File: src/rtl/regfile_pkg.sv
// rtl/regfile_pkg.sv - shared widths and retire-request type for the register-file write side
package regfile_pkg;

  localparam int XLEN = 32;
  localparam int NREG = 32;
  localparam int AW   = $clog2(NREG);

  typedef struct packed {
    logic            valid;
    logic [AW-1:0]   rd;
    logic [XLEN-1:0] data;
  } wb_req_t;

endpackage

File: src/rtl/regfile_scoreboard.sv
// rtl/regfile_scoreboard.sv - per-register pending bits with set/clear and three lookup ports
module regfile_scoreboard #(
  parameter int  NREG = regfile_pkg::NREG,
  localparam int AW   = $clog2(NREG)
) (
  input  logic          clk,
  input  logic          rst_n,
  input  logic          set_en,
  input  logic [AW-1:0] set_rd,
  input  logic          clr_en,
  input  logic [AW-1:0] clr_rd,
  input  logic [AW-1:0] q1,
  input  logic [AW-1:0] q2,
  input  logic [AW-1:0] qd,
  output logic          busy1,
  output logic          busy2,
  output logic          busyd
);
  import regfile_pkg::*;

  logic [NREG-1:0] sb;
  logic [NREG-1:0] sb_next;

  // Set is applied after clear so a new producer of the same register wins.
  always_comb begin
    sb_next = sb;
    if (clr_en) sb_next[clr_rd] = 1'b0;
    if (set_en) sb_next[set_rd] = 1'b1;
    sb_next[0] = 1'b0;
  end

  always_ff @(posedge clk or negedge rst_n) begin
    if (!rst_n) begin
      sb <= '0;
    end else begin
      sb <= sb_next;
    end
  end

  assign busy1 = sb[q1];
  assign busy2 = sb[q2];
  assign busyd = sb[qd];

endmodule

File: src/rtl/regfile_writeback.sv
// rtl/regfile_writeback.sv - retire arbiter (memory over ALU), registered write port, hazard tracking
// Define REGFILE_WB_BYPASS_EN to add fwd1_o/fwd2_o forwarding of the write-cycle value.
module regfile_writeback #(
  parameter int  XLEN = regfile_pkg::XLEN,
  parameter int  NREG = regfile_pkg::NREG,
  localparam int AW   = $clog2(NREG)
) (
  input  logic            clk_i,
  input  logic            rst_ni,
  input  logic            alu_valid_i,
  output logic            alu_ready_o,
  input  logic [AW-1:0]   alu_rd_i,
  input  logic [XLEN-1:0] alu_data_i,
  input  logic            mem_valid_i,
  output logic            mem_ready_o,
  input  logic [AW-1:0]   mem_rd_i,
  input  logic [XLEN-1:0] mem_data_i,
  input  logic            issue_i,
  input  logic [AW-1:0]   issue_rd_i,
  input  logic [AW-1:0]   rs1_i,
  input  logic [AW-1:0]   rs2_i,
  output logic            busy1_o,
  output logic            busy2_o,
  output logic            busyd_o,
  output logic            we_o,
  output logic [AW-1:0]   rd_o,
  output logic [XLEN-1:0] data_o
`ifdef REGFILE_WB_BYPASS_EN
  ,
  output logic [XLEN-1:0] fwd1_o,
  output logic [XLEN-1:0] fwd2_o
`endif
);
  import regfile_pkg::*;

  wb_req_t win;
  logic    sb1;
  logic    sb2;
  logic    hit1;
  logic    hit2;

  assign mem_ready_o = 1'b1;
  assign alu_ready_o = !mem_valid_i;

  always_comb begin
    win = '0;
    if (mem_valid_i) begin
      win.valid = 1'b1;
      win.rd    = mem_rd_i;
      win.data  = mem_data_i;
    end else if (alu_valid_i) begin
      win.valid = 1'b1;
      win.rd    = alu_rd_i;
      win.data  = alu_data_i;
    end
  end

  // rd_o/data_o only move on a real write, so x0 retires leave the port untouched.
  always_ff @(posedge clk_i or negedge rst_ni) begin
    if (!rst_ni) begin
      we_o   <= 1'b0;
      rd_o   <= '0;
      data_o <= '0;
    end else begin
      we_o <= win.valid && (win.rd != '0);
      if (win.valid && (win.rd != '0)) begin
        rd_o   <= win.rd;
        data_o <= win.data;
      end
    end
  end

  regfile_scoreboard #(.NREG(NREG)) u_sb (
    .clk    (clk_i),
    .rst_n  (rst_ni),
    .set_en (issue_i && (issue_rd_i != '0)),
    .set_rd (issue_rd_i),
    .clr_en (win.valid),
    .clr_rd (win.rd),
    .q1     (rs1_i),
    .q2     (rs2_i),
    .qd     (issue_rd_i),
    .busy1  (sb1),
    .busy2  (sb2),
    .busyd  (busyd_o)
  );

  // The register file returns the old value during its write cycle.
  assign hit1 = we_o && (rd_o == rs1_i) && (rs1_i != '0);
  assign hit2 = we_o && (rd_o == rs2_i) && (rs2_i != '0);

`ifdef REGFILE_WB_BYPASS_EN
  assign busy1_o = sb1;
  assign busy2_o = sb2;
  assign fwd1_o  = hit1 ? data_o : '0;
  assign fwd2_o  = hit2 ? data_o : '0;
`else
  assign busy1_o = sb1 || hit1;
  assign busy2_o = sb2 || hit2;
`endif

endmodule

File: config.mk
export PLATFORM = sky130hd
export DESIGN_NAME = regfile_writeback
export DESIGN_NICKNAME = d
export VERILOG_FILES = /design/src/rtl/regfile_pkg.sv /design/src/rtl/regfile_scoreboard.sv /design/src/rtl/regfile_writeback.sv
export SDC_FILE = /design/constraint.sdc
export NUM_CORES = 1
export LEC_CHECK = 0
export BUFFER_PORTS_ARGS = -buffer_cell sky130_fd_sc_hd__buf_4
export CORE_MARGIN = 1
export CORE_UTILIZATION = 50
export DETAILED_ROUTE_END_ITERATION = 12
export MAX_ROUTING_LAYER = met4
export PLACE_DENSITY = 0.87
export SYNTH_ARGS = -nofsm -noshare
export SYNTH_HDL_FRONTEND = slang
export SYNTH_HIERARCHICAL = 1
export SYNTH_SLANG_ARGS = --single-unit
File: constraint.sdc
create_clock -name clk_i -period 3.06 [get_ports clk_i]
set_input_delay 0.765 -clock clk_i [delete_from_list [all_inputs] [get_ports clk_i]]
set_output_delay 0.765 -clock clk_i [all_outputs]
set_load 0.01 [all_outputs]
# Word-level counts from Yosys, hierarchy flattened

Index checks and enable logic that the tools add are counted.
W data, S select, Z words.

Input port bits: 94
Logic and storage cells: 44
Bits in registers: 69

Muxes and demuxes: 14
Reductions and logical operators: 15
$lt $le $gt $ge: 6
Bitwise logic cells: 3
Eq/ne operators: 2

Operator list:

| kind                 | count |
|---|---|
| $mux W38             | 2 |
| $mux W32             | 2 |
| $and A32 B32 Y32     | 1 |
| $not A32 Y32         | 1 |
| $or A32 B32 Y32      | 1 |
| $lt A5 B6 Y1 const B | 4 |
| $reduce_bool A5 Y1   | 4 |
| $bmux W1 S5          | 3 |
| $demux W1 S5         | 2 |
| $eq A5 B5 Y1         | 2 |
| $ge A5 B1 Y1 const B | 2 |
| $logic_and A1 B1 Y1  | 8 |
| $mux W1              | 5 |
| $logic_or A1 B1 Y1   | 2 |
| $logic_not A1 Y1     | 1 |

# Longest topological paths before layout

Word-level depth: 11
Mapped depth: 9
Mapped depth without buffers: 6

# By module

Netlist, hierarchy kept.

By module, submodules not included:

| module             | area each (sq um) | cells an instance | sequential area each (sq um) | times used |
|---|---|---|---|---|
| regfile_scoreboard | 2,174.6           | 229               | 775.7                        | 1 |
| regfile_writeback  | 2,124.5           | 164               | 950.9                        | 1 |

# Least setup slack after synthesis

No wires, ideal clock.

Path kind: input port to output port
From: in rs1_i[0]
To: out busy1_o
Arrival time: 1.905 ns
Cell stages on the path: 6
Slack: 0.390 ns
Path buffers: 1
Cell sequence: buf_6 mux4_2 nand2b_1 o211ai_1 nand4_1 a41o_1

Elaborated cells on any way between the ends: 7
Those cells by class: eq/ne: 1; mux: 2; reduce/logical: 4

RTL lines:

| item                          | line                     | source |
|---|---|---|
| start: declaration            | regfile_writeback.sv:20  | `input logic [AW-1:0] rs1_i,` |
| $bmux W1 S5                   | regfile_scoreboard.sv:40 | `assign busy1 = sb[q1];` |
| $mux W1 (not written as such) | regfile_scoreboard.sv:40 |  |
| named net sb1                 | regfile_writeback.sv:37  | `logic sb1;` |
| $logic_or A1 B1 Y1            | regfile_writeback.sv:98  | `assign busy1_o = sb1 \|\| hit1;` |
| end: declaration              | regfile_writeback.sv:22  | `output logic busy1_o,` |

The timed path passes the listed nets, and every way through them passes these cells. The select of a mux whose other input is x is not followed.

# Worst setup path in the final report

From: in rs2_i[0]
To: out busy2_o

Elaborated cells on any way between the ends: 7
Those cells by class: eq/ne: 1; mux: 2; reduce/logical: 4

RTL lines:

| item                          | line                     | source |
|---|---|---|
| start: declaration            | regfile_writeback.sv:21  | `input logic [AW-1:0] rs2_i,` |
| $bmux W1 S5                   | regfile_scoreboard.sv:41 | `assign busy2 = sb[q2];` |
| $mux W1 (not written as such) | regfile_scoreboard.sv:41 |  |
| named net sb2                 | regfile_writeback.sv:38  | `logic sb2;` |
| $logic_or A1 B1 Y1            | regfile_writeback.sv:99  | `assign busy2_o = sb2 \|\| hit2;` |
| end: declaration              | regfile_writeback.sv:23  | `output logic busy2_o,` |

The timed path passes the listed nets, and every way through them passes these cells. The select of a mux whose other input is x is not followed.

==> impl_metrics.toml <==
[outcome]
status = "completed"

[route]
totalWireLength_um = 11840
drtPass1Iterations = 7
num_vias = 3869
drc = 0
wl_per_cell_um = 18.80
ant_nets = 0
drt_iter0_markers = 336
avgViaCountPerCell = 6.141

[placed_design]
dp_hpwl_um = 8627
gp_congestion = 0.9404
pre_cts_ws_ns = 0.1406
port_buffers = 135

[finish]
fin_nets = 614
drive_above_1_share = 0.3867
multiInputGateArea_sq_um = 2397
area_growth_pct = 29.05
register_area_sq_um = 1727
antenna_cells = 0
fillers = 625
final_core_util = 0.6718

[clock_tree]
htree_levels = 3
post_cts_buffers = 0
cts_resized = 0
cts_root_buf = "clkbuf_8"
clkTransAtPathRegs_ns = 0.08
cts_tree = "done"
clock_path_buffers = 2
clkSinkCount = 69
numCtsBuffers = 9
clk_latency_ns = 0.34
hold_buffers = 0

[sta]
tightest_slew_ns = 0.8458
setup-tns-final_ns = 0
fmax_mhz = 340.1
hold_viol = 0
setup_viol = 0
whs_ns = 0.5208
clock_skew_ns = 0
layout_min_cycle_time_ns = 2.940
drv_slew = 0
fin_ws_ns = 0.1196
grt_setup_unrepaired = "false"
timing.final.crit_share = 0.9609
slew_headroom = 0.4362

[hold_path]
worstHoldPathType = "flip-flop to flip-flop"
hold_depth = 1

[logic_synthesis]
synthArstFlopShare = 1.000
synth.distinct_cells = 42
ys_seq_area_frac = 0.4016
syn-instance-count = 393
synth_seq_cells = 69
syn_area_per_cell_sq_um = 10.94
synth.net_count = 487
synth_warnings = 6
syn_area_sq_um = 4299
synth_ff_type = "dfrtp_1"
synth_edf_count = 0

[setup_path]
cpMostUsedCell = "buf_4"
path_class = "input pin to output pin"
worstPathArrival_ns = 2.18
cp.depth = 7
setup.worst_path.start_class = "input pin"
reg2reg_depth = 2
max_stage_delay_ns = 0.52
crit_family = "multiplexers"
cpMaxStageDelayCell = "mux4_2"
crit_required_ns = 2.29
critical_path.cell_chain = "buf_4, mux4_2, nand2b_1, o2111ai_1, nand4_1, a41o_1, buf_4"
worst_setup_path_end_kind = "output pin"
crit_buf_inv = 2
cp_max_fo = 8
r2r_slack_ns = 2.24

[grt]
grtUsageTotal = 0.2781
grt_max_degree = 70
grt_pass1_wl_um = 18410
antenna_found_initial = 0
gr-total-overflow = 0
grt_pass1_vias = 3829

[die]
fp-row-count = 33
die_w_um = 94.73
ios = 137
start_util = 0.5206
die_area_sq_um = 8973
core_sq_um = 8258
dieHeight_um = 94.73

[power]
vdd_drop_max_v = 0.0002836
p_leak_nw = 2.621
total_power_w = 0.002917
powerDensity_nw_per_um2 = 525.8

[run]
maxCapViolCount = 0
[layout by cell type (no fill, tap or decap), drive strengths merged]
master,Yosys,layout
buf,15,138
dfrtp,69,69
o21ai,65,65
a22o,35,35
mux2,32,32
mux2i,27,27
nand3,17,17
nand2,13,13
nand3b,11,11
nor2,10,10
clkbuf,7,10
a21oi,9,9
inv,8,9
mux4,9,9
nand2b,7,7
nor2b,7,7
xor2,6,6
a22oi,6,6
o211ai,4,4
o21bai,4,4
or3b,4,4
o2111ai,4,4
or2,3,3
a211oi,3,3
nand4,3,3
nor4,3,3
xnor2,2,2
nor3,2,2
a41o,2,2
clkinv,0,2
bufinv,0,2
or3,2,2
o41ai,1,1
or4,1,1
o21a,1,1
conb,1,1
clkinvlp,0,1
[sequential cells by signal (all words and copies together) (netlist names)]
name and count:
data_o 32, rd_o 5, u_sb/sb 31, we_o 1
[cell usage after synthesis, types with 2 or more instances]
cell,n,area share
buf_2,4,0.0047
xnor2_1,2,0.0041
nor2b_1,7,0.010
nor4_1,2,0.0029
nand4_1,3,0.0044
xor2_1,6,0.012
a22o_1,34,0.069
clkbuf_1,7,0.0061
o211ai_1,4,0.0070
buf_6,6,0.016
a41o_1,2,0.0047
nand2b_1,7,0.010
nand3_1,17,0.020
nand3b_1,11,0.019
a22oi_1,6,0.010
mux2_4,25,0.087
or3_1,2,0.0029
nand2_1,13,0.011
inv_1,8,0.0070
mux4_2,6,0.031
or3b_2,4,0.0081
mux2i_1,27,0.063
a21oi_1,9,0.010
nor3_1,2,0.0023
o21ai_0,65,0.076
or2_2,3,0.0044
nor2_1,10,0.0087
o21bai_1,4,0.0070
o2111ai_1,3,0.0061
dfrtp_1,69,0.40
buf_4,4,0.0070
a211oi_1,3,0.0052
mux2_2,7,0.018
mux4_1,3,0.018
[stage by stage]
step                instance area, sq um  instances
floorplan                           4299        393
global placement                    5334        614
detailed placement                  5334        614
CTS                                 5548        630
global route                        5548        630
finish                              5548        630
[routing by layer]
metal | global-route usage | share of wire | wire length, um | up-vias
li1 | - | - | - | 1747
met1 | 0.3321 | 0.38 | 4533 | 1850
met2 | 0.4694 | 0.51 | 6048 | 242
met3 | 0.04831 | 0.084 | 992 | 30
met4 | 0.1048 | 0.023 | 268 | 0
met5 | - | 0 | 0 | -
[power by group]
part           leakage, nW  switching [W]  internal [W]
logic                 1.66       0.000378      0.000461
clock network        0.107       0.000353      0.000459
registers            0.851       0.000187       0.00108
[cell families (layout without fill, tap and decap cells)]
family	count (synthesis)	count (layout)	share of synthesized area
other	1	1	0.0008723
flip-flops	69	69	0.4016
multiplexers	68	68	0.2183
AO/OA/AOI/OAI	134	134	0.2125
XOR/XNOR	8	8	0.01630
AND/OR/NAND/NOR	83	83	0.1091
buffers and inverters	30	162	0.04133
[worst reg2reg max path, stage by stage, from the launching register on]
cell     delay, ns
dfrtp_1       0.44
o21ai_0       0.12
o21ai_0       0.13
[path summary, 6_finish.rpt]
path | endpoint | from
min reg2reg | data_o[10]$_DFFE_PN0P_ | data_o[10]$_DFFE_PN0P_
max reg2reg | u_sb/sb[4]$_DFF_PN0_ | u_sb/sb[4]$_DFF_PN0_
max | busy2_o | rs2_i[0]
max in group asynchronous | u_sb/sb[21]$_DFF_PN0_ | rst_ni
min | data_o[10]$_DFFE_PN0P_ | data_o[10]$_DFFE_PN0P_
min in group asynchronous | data_o[28]$_DFFE_PN0P_ | rst_ni
[layout make-up]
| type | count | area share |
|---|---|---|
| clock inverters | 6 | 0.01556 |
| inverters | 8 | 0.005413 |
| flip-flops and latches | 69 | 0.3112 |
| repair buffers | 138 | 0.1890 |
| clock buffers | 10 | 0.02300 |
| multi-input cells | 294 | 0.4321 |
| well taps | 105 | 0.02368 |
No activity file was read; power rests on OpenSTA's default activity.
